[src/rtl/sweep_pkg.sv]
// Shared state encoding and result-width helpers for the adder sweep controller.
package sweep_pkg;

    typedef enum logic [1:0] {
        ST_IDLE   = 2'd0,
        ST_APPLY  = 2'd1,
        ST_SAMPLE = 2'd2,
        ST_DONE   = 2'd3
    } sweep_state_e;

    // Up to 2^IN_W mismatches, so one bit beyond the vector width.
    function automatic int cnt_w(input int in_w);
        return in_w + 1;
    endfunction

    function automatic int sum_w(input int in_w, input int out_w);
        return out_w + in_w;
    endfunction

    function automatic int pop_w(input int out_w);
        return $clog2(out_w + 1);
    endfunction

    function automatic int hd_w(input int in_w, input int out_w);
        return pop_w(out_w) + in_w;
    endfunction

    // Counter holds SETTLE-1 at most; keep at least one bit.
    function automatic int settle_w(input int settle);
        return (settle < 2) ? 1 : $clog2(settle);
    endfunction

endpackage

[src/rtl/sweep_err_unit.sv]
// Combinational comparison of the two partition outputs (|diff|, mismatch, and
// popcount of the xor when SWEEP_HD_EN is defined).
module sweep_err_unit
    import sweep_pkg::*;
#(
    parameter int OUT_W = 4
) (
    input  logic [OUT_W-1:0]        i_apx,
    input  logic [OUT_W-1:0]        i_ref,
    output logic [OUT_W-1:0]        o_abs_diff,
`ifdef SWEEP_HD_EN
    output logic [pop_w(OUT_W)-1:0] o_popcnt,
`endif
    output logic                    o_mismatch
);

    always_comb begin
        if (i_apx >= i_ref) o_abs_diff = i_apx - i_ref;
        else                o_abs_diff = i_ref - i_apx;
    end

    assign o_mismatch = (i_apx != i_ref);

`ifdef SWEEP_HD_EN
    localparam int PW = pop_w(OUT_W);
    logic [OUT_W-1:0] w_x;

    assign w_x = i_apx ^ i_ref;

    always_comb begin
        o_popcnt = '0;
        for (int i = 0; i < OUT_W; i++) begin
            o_popcnt = o_popcnt + PW'(w_x[i]);
        end
    end
`endif

endmodule

[src/rtl/adder_sweep_ctrl.sv]
// Exhaustive input sweep comparing an approximate partition against its exact
// reference. Hamming-distance accumulation is built only when SWEEP_HD_EN is defined.
module adder_sweep_ctrl
    import sweep_pkg::*;
#(
    parameter int IN_W   = 7,
    parameter int OUT_W  = 4,
    parameter int SETTLE = 1
) (
    input  logic                          clk,
    input  logic                          rst,
    input  logic                          start,
    input  logic                          abort,
    output logic [IN_W-1:0]               pi,
    input  logic [OUT_W-1:0]              po_apx,
    input  logic [OUT_W-1:0]              po_ref,
    output logic                          busy,
    output logic                          done,
    output logic [cnt_w(IN_W)-1:0]        err_count,
    output logic [sum_w(IN_W, OUT_W)-1:0] err_sum,
    output logic [OUT_W-1:0]              err_max,
    output logic [hd_w(IN_W, OUT_W)-1:0]  hd_sum,
    output logic [1:0]                    dbg_state
);

    localparam int CW  = cnt_w(IN_W);
    localparam int SW  = sum_w(IN_W, OUT_W);
    localparam int STW = settle_w(SETTLE);
    localparam logic [STW-1:0] SETTLE_LOAD = STW'(SETTLE - 1);

    // Handshake: start is a request taken only in IDLE (busy=0, done=0); done is a
    // one-cycle completion pulse that needs no acknowledge. abort is honoured in APPLY/SAMPLE.
    sweep_state_e r_state;
    sweep_state_e w_next;

    logic [IN_W-1:0]  r_pi;
    logic [STW-1:0]   r_settle;
    logic [CW-1:0]    r_err_count;
    logic [SW-1:0]    r_err_sum;
    logic [OUT_W-1:0] r_err_max;

    logic [OUT_W-1:0] w_abs_diff;
    logic             w_mismatch;
    logic             w_accept;
    logic             w_abort;
    logic             w_sample;
    logic             w_last;

    assign w_accept = (r_state == ST_IDLE) && start;
    assign w_abort  = abort && ((r_state == ST_APPLY) || (r_state == ST_SAMPLE));
    assign w_sample = (r_state == ST_SAMPLE) && !abort;
    assign w_last   = &r_pi;

`ifdef SWEEP_HD_EN
    localparam int HW = hd_w(IN_W, OUT_W);
    logic [pop_w(OUT_W)-1:0] w_popcnt;
    logic [HW-1:0]           r_hd_sum;
`endif

    sweep_err_unit #(
        .OUT_W (OUT_W)
    ) u_err (
        .i_apx      (po_apx),
        .i_ref      (po_ref),
        .o_abs_diff (w_abs_diff),
`ifdef SWEEP_HD_EN
        .o_popcnt   (w_popcnt),
`endif
        .o_mismatch (w_mismatch)
    );

    always_ff @(posedge clk or posedge rst) begin
        if (rst) r_state <= ST_IDLE;
        else     r_state <= w_next;
    end

    always_comb begin
        w_next = r_state;
        case (r_state)
            ST_IDLE: begin
                if (start) w_next = ST_APPLY;
            end
            ST_APPLY: begin
                if (abort)                w_next = ST_IDLE;
                else if (r_settle == '0)  w_next = ST_SAMPLE;
            end
            ST_SAMPLE: begin
                if (abort)       w_next = ST_IDLE;
                else if (w_last) w_next = ST_DONE;
                else             w_next = ST_APPLY;
            end
            ST_DONE: begin
                w_next = ST_IDLE;
            end
            default: w_next = ST_IDLE;
        endcase
    end

    always_comb begin
        busy = 1'b0;
        done = 1'b0;
        case (r_state)
            ST_APPLY, ST_SAMPLE: busy = 1'b1;
            ST_DONE:             done = 1'b1;
            default: ;
        endcase
    end

    // Abort wins over a same-cycle SAMPLE update, so partial results stay at the last sampled vector.
    always_ff @(posedge clk or posedge rst) begin
        if (rst) begin
            r_pi        <= '0;
            r_settle    <= '0;
            r_err_count <= '0;
            r_err_sum   <= '0;
            r_err_max   <= '0;
        end else if (w_accept) begin
            r_pi        <= '0;
            r_settle    <= SETTLE_LOAD;
            r_err_count <= '0;
            r_err_sum   <= '0;
            r_err_max   <= '0;
        end else if (w_abort) begin
            r_pi     <= '0;
            r_settle <= '0;
        end else if (r_state == ST_APPLY) begin
            if (r_settle != '0) r_settle <= r_settle - STW'(1);
        end else if (w_sample) begin
            r_err_count <= r_err_count + CW'(w_mismatch);
            r_err_sum   <= r_err_sum + SW'(w_abs_diff);
            if (w_abs_diff > r_err_max) r_err_max <= w_abs_diff;
            r_settle <= SETTLE_LOAD;
            r_pi     <= w_last ? '0 : r_pi + IN_W'(1);
        end
    end

`ifdef SWEEP_HD_EN
    always_ff @(posedge clk or posedge rst) begin
        if (rst)           r_hd_sum <= '0;
        else if (w_accept) r_hd_sum <= '0;
        else if (w_sample) r_hd_sum <= r_hd_sum + HW'(w_popcnt);
    end

    assign hd_sum = r_hd_sum;
`else
    assign hd_sum = '0;
`endif

    assign pi        = r_pi;
    assign err_count = r_err_count;
    assign err_sum   = r_err_sum;
    assign err_max   = r_err_max;
    assign dbg_state = r_state;

endmodule

[config.mk]
export PLATFORM = sky130hd
export DESIGN_NAME = adder_sweep_ctrl
export DESIGN_NICKNAME = d
export VERILOG_FILES = /design/src/rtl/sweep_pkg.sv /design/src/rtl/sweep_err_unit.sv /design/src/rtl/adder_sweep_ctrl.sv
export SDC_FILE = /design/constraint.sdc
export NUM_CORES = 1
export LEC_CHECK = 0
export ABC_AREA = 1
export ABC_CLOCK_PERIOD_IN_PS = 2300
export BUFFER_PORTS_ARGS = -buffer_cell sky130_fd_sc_hd__buf_2
export CAP_MARGIN = 20
export CORE_ASPECT_RATIO = 1.2
export CORE_MARGIN = 1.5
export CORE_UTILIZATION = 25
export DETAILED_ROUTE_END_ITERATION = 8
export PLACE_DENSITY_LB_ADDON = 0.12
export SETUP_SLACK_MARGIN = 0.15
export SYNTH_ARGS = -nofsm -noshare
export SYNTH_HDL_FRONTEND = slang
export SYNTH_SLANG_ARGS = --single-unit
export TNS_END_PERCENT = 5
[constraint.sdc]
create_clock -name clk -period 2.3 [get_ports clk]
set_input_delay 0.575 -clock clk [delete_from_list [all_inputs] [get_ports clk]]
set_output_delay 0.575 -clock clk [all_outputs]
set_load 0.005 [all_outputs]
==> reports/summary.md, run 1 <==
The clock passes through at most 2 buffers. Clock-pin slew was measured on the worst setup and hold paths at 0.05 ns. TritonCTS built the clock tree. The worst setup path is of the in2reg kind.

The tools report the final design instance area without fill as 0.00327 sq mm. The final hold violation count is 0, and the row count is 39. Endpoint type of the worst setup path: a register.

The logs give -0.0268 ns for the final worst setup slack and 0 for the aggregate global routing overflow. The tools report the number of buffers created by CTS as 5. Reg-to-reg startpoint: dbg_state[0]$_DFFE_PP0P_. Placed wire-length estimate after detailed placement: 4730 um. For this run, design rule violations remaining after detail routing come to 0. The number of global-route vias before repair was 2099. In this run the vertical extent of the chip is 111 um.

The final critical path takes up 101% of the cycle. The synthesized netlist devotes 14.4% of its cell area to adder and majority cells. Setup repair after global routing could not meet its margin everywhere. The tools report the total routing resource utilization after global routing as 12.7%. By area the synthesized netlist is led by sky130_fd_sc_hd__dfrtp_1 (33%), sky130_fd_sc_hd__nand2_1 (13%), sky130_fd_sc_hd__ha_1 (12%). The run gives 2186 as the count of vias placed by the detailed router.

Setup violations remaining at the end of the flow were counted as 7. The logs give 2.88 mW for the overall power after layout and 430 MHz for the maximum clock frequency. In the final layout, the share of cells above drive strength 1 is 33.5%. The sequential fraction of the synthesis area is 33.2%, and the count of buffers from port buffering is 45. The area growth from synthesis to layout is 35.6%. After the last flow step, the layout net total stands at 426.

The repair_antennas step left the layout with diodes totalling 0. The area share of the leading cell type in the synthesized netlist was 33.2%; the peak ir drop on the vdd network was 0.000268 V. Along the worst path, the maximum fanout reaches 4.

Of all flip-flops after synthesis, the portion carrying an async set or reset was 100%. In this run the remaining antenna-violating nets after routing total 0. Once the floorplan was initialized, standard cells occupied 25.4% of the core.

The first routing iteration left 53 violations. The tools report the number of clock sinks as 32. The source-to-sink clock delay at the later pin of the worst-skew pair is 0.28 ns, and the number of cells in the finished layout apart from fillers is 511. On the critical path the largest part of the delay comes from adder cells. The detail-routed net length per standard cell was 11.8 um. The congestion estimate from routability-driven global placement came to 0.812.

STA classifies the critical path startpoint as an input pin. For the worst setup path, the data required time is 2.47 ns. The placeable core region is 0.00947 sq mm. The number of enable-type register cells in the synthesized netlist is 0. Library cell with the highest instance count after synthesis: sky130_fd_sc_hd__nand2_1. Initial antenna violation count: 0. The synthesized design spends more area on one cell type than any other, namely sky130_fd_sc_hd__dfrtp_1. Counting flops and latches in the post-synthesis netlist gives 32. The worst-path cell with the longest stage delay is sky130_fd_sc_hd__fa_2. Using the TritonRoute via totals, the vias-per-cell ratio works out to 4.28.

Summed over all layers, the routed wires come to 6020 um. In this run the worst hold path is classified as in2async. The arrival time reported for the critical path endpoint is 2.50 ns. The timing startpoint of the critical path was po_ref[0]. The synthesized area divided by synthesized cell count was 7.50 sq um; the post-synthesis simple-gate area fraction was 30.6%.

The pre-CTS setup slack is -0.458 ns. The run finished, with violations left. The final reports fail on negative setup slack. The share of synthesized area spent on multiplexers was 0%.

For this run, the slowest stage of the critical path takes 0.38 ns. The compound-cell area share of the yosys netlist was 7.43%. Summing every instance area after synthesis gives 0.00241 sq mm. The x dimension of the die is 92.6 um. Counting I/O delays and the setup requirement, the final critical path takes 2.33 ns. The tools report the instance area after placement as 0.00296 sq mm. Entering global routing, the biggest net connects 33 pins. The clock arrives with 0.00649 ns of skew. The run gives 56 as the I/O pin total. The tools report the count of maximum capacitance violations as 0. Once placement completed, the tool counted placed cells totaling 503. The critical path contains buffers and inverters numbering 5 combined. CTS built an H-tree with a depth of 2.

After synthesis, the netlist uses 30 different library cells. Summing the areas of all xor and xnor instances in the mapped netlist gives 1.82% of the synthesized area. The areal power density over the cells came out at 881 mW/mm^2. Most used cell along the critical path: sky130_fd_sc_hd__nand2_1. The floorplan step defined a die boundary enclosing 0.0102 sq mm. The logs give 1.70 nW for the static leakage power and 0 for the number of slew-limit violations in the final report. The first TritonRoute pass finished after 4 iterations. For this run, the leading register cell type out of synthesis is sky130_fd_sc_hd__dfrtp_1. For this run, the number of Yosys warnings is 0. Synthesis handed over a netlist of 321 instances. By count the netlist is led by sky130_fd_sc_hd__nand2_1 (82), sky130_fd_sc_hd__inv_1 (46), sky130_fd_sc_hd__dfrtp_1 (32). By area, the combinational part of the netlist is dominated by simple AND/OR/NAND/NOR gates. The tools report the library cell used as clock root buffer as sky130_fd_sc_hd__clkbuf_16. The global-route wire length before repair is 10200 um, and the setup slack of the most critical reg-to-reg path is 0.49 ns. The signal on the critical path passes through buf_8 -> inv_4 -> ha_4 -> inv_4 -> fa_2 -> xnor2_2 -> nand4_1 -> nand2_1 -> inv_2 -> ha_4 -> nand2_1 -> inv_1 -> nand2_1 -> nand2_1 -> nand2_2 -> nand2_1 -> nand2_2 -> nand2_1 -> nand2_1.
## layer usage
layer | global-route usage [%] | routed length (um)
met1 | 15.9 | 2640
met2 | 21.2 | 3040
met3 | 2.20 | 229
met4 | 5.23 | 111
met5 | 0 | 0
## layout by cell type (no fill, tap or decap), types with 2 or more instances in the layout
| cell type | synthesis | routed |
|---|---|---|
| sky130_fd_sc_hd__dfrtp_1 | 32 | 32 |
| sky130_fd_sc_hd__a21oi_1 | 13 | 9 |
| sky130_fd_sc_hd__buf_4 | 11 | 18 |
| sky130_fd_sc_hd__conb_1 | 1 | 10 |
| sky130_fd_sc_hd__nand3_1 | 28 | 22 |
| sky130_fd_sc_hd__ha_4 | 0 | 9 |
| sky130_fd_sc_hd__inv_4 | 0 | 3 |
| sky130_fd_sc_hd__nor2_1 | 24 | 24 |
| sky130_fd_sc_hd__nor3_1 | 6 | 6 |
| sky130_fd_sc_hd__clkbuf_16 | 0 | 5 |
| sky130_fd_sc_hd__nand3_2 | 1 | 6 |
| sky130_fd_sc_hd__xor2_1 | 2 | 2 |
| sky130_fd_sc_hd__nor2_4 | 4 | 4 |
| sky130_fd_sc_hd__xnor2_2 | 0 | 2 |
| sky130_fd_sc_hd__ha_1 | 23 | 14 |
| sky130_fd_sc_hd__o21ai_1 | 2 | 4 |
| sky130_fd_sc_hd__buf_2 | 0 | 43 |
| sky130_fd_sc_hd__inv_2 | 5 | 8 |
| sky130_fd_sc_hd__inv_1 | 46 | 39 |
| sky130_fd_sc_hd__nor2_2 | 3 | 3 |
| sky130_fd_sc_hd__a22o_1 | 3 | 3 |
| sky130_fd_sc_hd__clkbuf_8 | 0 | 2 |
| sky130_fd_sc_hd__nand4_1 | 5 | 5 |
| sky130_fd_sc_hd__nand2_1 | 82 | 75 |
| sky130_fd_sc_hd__nand2_2 | 6 | 13 |
| sky130_fd_sc_hd__o21ai_0 | 9 | 7 |
| sky130_fd_sc_hd__a21oi_2 | 0 | 4 |
| sky130_fd_sc_hd__fa_2 | 0 | 3 |
## final timing paths
path | endpoint | cells past startpoint
min in group clk | err_max[3]$_DFFE_PP0P_ | 2
max in group asynchronous | err_sum[7]$_DFFE_PP0P_ | 3
setup / recovery | err_max[3]$_DFFE_PP0P_ | 19
hold / removal | pi[6]$_DFFE_PP0P_ | 3
setup reg to reg | err_sum[10]$_DFFE_PP0P_ | 11
hold reg to reg | err_max[3]$_DFFE_PP0P_ | 2
## timing repair
item / 4_1_cts / 5_1_grt
hold buffers: 0 / 0
buffers inserted: 1 / 0
endpoints found under the hold margin: 0 / 0
endpoints found under the setup margin: 14 / 15
resized for setup: 26 / 8
pin swaps: 15 / 1
## flip-flops by register name, summed over array words and instances (netlist names)
name / flops
err_sum: 11
err_count: 8
pi: 7
err_max: 4
dbg_state: 2
## cell type report
| class | count | area [sq um] |
|---|---|---|
| clock buffers | 7 | 153 |
| fillers | 1031 | 6200 |
| inverters | 51 | 211 |
| multi-input cells | 234 | 1550 |
| flip-flops and latches | 32 | 801 |
| well taps | 123 | 154 |
| repair buffers | 64 | 397 |
## report_power, final
group | switching, mW | total (mW) | leakage (nW) | internal, mW
logic | 0.801 | 1.40 | 1.18 | 0.594
clock network | 0.240 | 0.694 | 0.0760 | 0.454
registers | 0.116 | 0.786 | 0.441 | 0.670
total | 1.16 | 2.88 | 1.70 | 1.72
## worst reg2reg max path: stages (launching register included)
cell and delay [ns]:
sky130_fd_sc_hd__dfrtp_1 0.41, sky130_fd_sc_hd__inv_1 0.13, sky130_fd_sc_hd__ha_1 0.19, sky130_fd_sc_hd__nand2_2 0.17, sky130_fd_sc_hd__nand2_2 0.15, sky130_fd_sc_hd__nand2_2 0.12
sky130_fd_sc_hd__buf_4 0.20, sky130_fd_sc_hd__nor2_1 0.13, sky130_fd_sc_hd__nand2_1 0.07, sky130_fd_sc_hd__nand2_1 0.05, sky130_fd_sc_hd__nand2_1 0.05, sky130_fd_sc_hd__nor2_1 0.07
## kinds of logic after synthesis
kind of cell    count (synthesis)
buf+inv                        64
xor+xnor                        5
compound gates                 31
other cells                     1
flops                          32
fa+ha+maj                      26
simple gates                  162
## metrics by stage
stage / setup TNS (ns) / util (%) / hold slack (ns)
global route: -1.57 / 34.5 / 0.444
CTS: -0.0573 / 33.9 / 0.414
global placement: -6.12 / 31.2 / 0.493
floorplan: -1.01 / - / 0.485
finish: -0.0952 / 34.5 / 0.384
detailed placement: -5.88 / 31.2 / 0.500
No activity file was read; power rests on OpenSTA's default activity.
==> run 2: changes to the inputs <==
--- a/config.mk
+++ b/config.mk
@@ -10,8 +10,8 @@
 export BUFFER_PORTS_ARGS = -buffer_cell sky130_fd_sc_hd__buf_2
 export CAP_MARGIN = 20
 export CORE_ASPECT_RATIO = 1.2
-export CORE_MARGIN = 1.5
-export CORE_UTILIZATION = 25
+export CORE_MARGIN = 1
+export CORE_UTILIZATION = 39
 export DETAILED_ROUTE_END_ITERATION = 8
 export PLACE_DENSITY_LB_ADDON = 0.12
 export SETUP_SLACK_MARGIN = 0.15
==> run 2 against run 1 <==
Register-to-register slack gained 0.05 ns. Clock power is 12% lower. Global-route usage rose by 5.8 points. Wire length down 9.9%. Non-clock buffer count fell by 1. The flow still finishes with violations (negative setup slack). Design area shrank 3.0%. Sequential power about the same. Critical path depth rose by 1. Sequential share of layout area increased by 0.77 points. Critical endpoint is now err_sum[9]$_DFFE_PP0P_. Highest routed layer unchanged.
==> reports/summary.md, run 2 (synthesized netlist as in run 1, its figures left out) <==
The run finished, with violations left. The final reports fail on negative setup slack. The share of layout cells above drive strength 1 works out to 33.5% (unchanged). The height of the die is 88.1 um (-20%), and the buffer levels on the longest clock path is 2 (unchanged).

The startpoint identified for the worst register-to-register timing path is dbg_state[0]$_DFFE_PP0P_. Part of the cycle the worst path needs: 103% (+1.5 points). The source-to-sink clock delay at the later pin of the worst-skew pair was 0.28 ns (about the same); the number of clock sinks was 32 (unchanged).

The run gives 5430 um (-9.9%) as the aggregate routed wire length. The logs give 5 (unchanged) for the number of buffers created by CTS and 33 (unchanged) for the largest net degree at the start of global routing. The delay contributed by the slowest stage of the critical path was 0.40 ns (+0.02 ns); the number of DRC violations after detailed-routing iteration 0 was 78 (+47%). The overall power after layout was 2.80 mW (-2.6%). Setup repair after global routing could not meet its margin everywhere. The clock slew seen by the registers of the worst setup and hold paths came out at 0.07 ns (+0.02 ns).

The number of cells on the worst reg-to-reg path is 9 (-2), and the shortest period the worst path allows is 2.36 ns (+0.0343 ns). For the row count, the log shows 31 (-21%). The run gives 0 (unchanged) as the final hold violation count. The final weighted congestion in routability-driven placement came out at 0.830 (+2.2%).

For the total inserted antenna cells, the log shows 0 (unchanged). The run gives 1.68 nW (-0.84%) as the static leakage power. For this design, the slowest cell found on the critical path is sky130_fd_sc_hd__fa_2.

The run gives 2014 (-4.0%) as the number of global-route vias before repair. STA classifies the critical path endpoint as a register. The critical path class was in2reg.

The post-layout net count was 425 (-0.23%); the die area was 0.00650 sq mm (-37%). The run gives 0.00358 ns (-0.00292 ns) as the worst clock skew. Grouping stages by cell kind, the critical path spends the most delay in simple AND/OR/NAND/NOR gates. The run gives 56 (unchanged) as the I/O pin total. The largest fanout on the critical path was 6 (+2); the layout overhead on the synthesized area was 31.5%. The final setup violation count is 10 (+3). The endpoint identified for the worst register-to-register timing path is err_sum[4]$_DFFE_PP0P_.

The critical path data required time is 2.52 ns (+0.05 ns), and the flip-flop count of the largest register after layout is 11 (unchanged). The logs give 0.381 ns (-0.00317 ns) for the worst-case hold slack and 0 (unchanged) for the detailed-route DRC error count. The run gives 2 (unchanged) as the CTS H-tree depth. The setup slack of the most critical reg-to-reg path is 0.54 ns (+0.05 ns).

Walking the worst path, the cells encountered are buf_12 -> inv_12 -> ha_4 -> inv_2 -> fa_2 -> nand3_2 -> nand3_2 -> inv_2 -> nand2_2 -> nand2_2 -> inv_4 -> ha_4 -> nand2_2 -> nor2_1 -> nand2_1 -> nand3_4 -> nand2_2 -> nand2_1 -> nand2_1 -> nor2_1. The core utilization of the finished layout is 52.7% (+18 points). STA classifies the critical path startpoint as an input pin.

The buffers plus inverters on the worst setup path is 5 (unchanged). The initial core utilization came out at 40.1% (+15 points). The logs give 0 (unchanged) for the number of slew-limit violations in the final report and 2160 (-1.2%) for the count of vias placed by the detailed router. The x dimension of the die was 73.7 um (-20%). The global-route wire length before repair is 9090 um (-11%), and the detail-routed net length per standard cell is 11.5 um (-2.0%). The ratio of routed vias to standard cells is 4.60 (+7.4%), and the placeable core region is 0.00601 sq mm (-36%). The run gives 18.5% (+5.8 points) as the total routing resource utilization after global routing. Total number of cells along the worst setup path: 20 (+1). The most common library cell in the layout ignoring fill and taps is sky130_fd_sc_hd__nand2_1. The placed wire-length estimate after detailed placement is 4160 um (-12%). The path class of the tightest hold or removal check is in2async. The aggregate global routing overflow was 0 (unchanged). The run gives 0 (unchanged) as the final antenna-violating net count.

The library cells used most frequently in the layout, excluding fill and tap cells, are sky130_fd_sc_hd__nand2_1 (71), sky130_fd_sc_hd__buf_2 (43), sky130_fd_sc_hd__inv_1 (39), sky130_fd_sc_hd__dfrtp_1 (32), sky130_fd_sc_hd__nor2_1 (24). The tools report the final worst setup slack as -0.0611 ns (-0.0343 ns). The tools report the initial antenna violation count as 0 (unchanged). In this run the worst setup path begins at po_apx[0]. The arrival time reported for the critical path endpoint was 2.58 ns (+0.08 ns). The maximum clock frequency came out at 424 MHz (-1.5%).

The tree is rooted in a sky130_fd_sc_hd__clkbuf_8. TritonCTS built the clock tree. The areal power density over the cells is 884 mW/mm^2 (+0.44%). The most used cell along the critical path was sky130_fd_sc_hd__nand2_2. Peak ir drop on the vdd network: 0.000340 V (+27%).

The most critical setup path has its endpoint at err_sum[9]$_DFFE_PP0P_. The count of maximum capacitance violations is 0 (unchanged), and the count of buffers from port buffering is 45 (unchanged). Detailed-router iteration count before antenna repair: 5 (+1).
==> run 2: cell types whose count changed in the layout (fill, tap and decap cells not counted), sizes merged <==
cell,change
bufinv,+1
buf,-1
==> run 2: worst register-to-register path, cell delays in order (launching register included) <==
cell,delay (ns)
sky130_fd_sc_hd__dfrtp_1,0.42
sky130_fd_sc_hd__inv_1,0.13
sky130_fd_sc_hd__ha_1,0.24
sky130_fd_sc_hd__nand2_2,0.12
sky130_fd_sc_hd__nand2_2,0.09
sky130_fd_sc_hd__nand2_2,0.11
sky130_fd_sc_hd__inv_2,0.22
sky130_fd_sc_hd__nand2_1,0.10
sky130_fd_sc_hd__xor2_1,0.15
sky130_fd_sc_hd__nor2_1,0.11
==> run 2: worst min-delay path by stage <==
stage | slack (ns) | to | cells past startpoint
finish | 0.38 | err_max[0]$_DFFE_PP0P_ | 3
global route | 0.45 | dbg_state[1]$_DFFE_PP0P_ | 3
CTS | 0.39 | err_max[0]$_DFFE_PP0P_ | 3
detailed placement | 0.49 | err_max[3]$_DFFE_PP0P_ | 2
global placement | 0.49 | err_max[1]$_DFFE_PP0P_ | 2
floorplan | 0.49 | err_max[1]$_DFFE_PP0P_ | 2
==> run 2: where the power goes <==
part           switching [mW]  total (mW)  internal, mW
combinational           0.803        1.41         0.602
clock                   0.228       0.611         0.383
sequential              0.116       0.784         0.668
==> run 2: layer usage <==
metal  global-route usage (%)  vias to the layer above  wire length, um
li1                         -                     1133                -
met1                     22.8                      968             2420
met2                     31.7                       51             2710
met3                     4.14                        8              191
met4                     5.94                        0               97
met5                        0                        -                0
==> run 2: cell type report <==
class,count,area (sq um)
clock inverter,1,30.0
timing repair buffer,63,385
clock buffer,7,96.3
multi-input combinational,234,1540
tap,82,103
sequential,32,801
inverter,51,211
fill,620,2850
==> run 2: timing repair <==
action	CTS	global route
hold buffers	0	0
endpoints found under the hold margin	0	0
pin swaps	22	14
gates resized for setup	21	15
setup buffers	1	0
setup endpoints to repair	14	15
==> run 2: through the flow <==
step | instances | instance area (sq um) | setup WS, ns | setup TNS (ns)
after floorplan | 330 | 2550 | -0.101 | -1.01
after global placement | 461 | 2900 | -0.503 | -6.04
after detailed placement | 461 | 2900 | -0.520 | -6.55
after CTS | 470 | 3100 | -0.0526 | -0.189
after global routing | 470 | 3170 | -0.220 | -2.03
final | 470 | 3170 | -0.0611 | -0.384
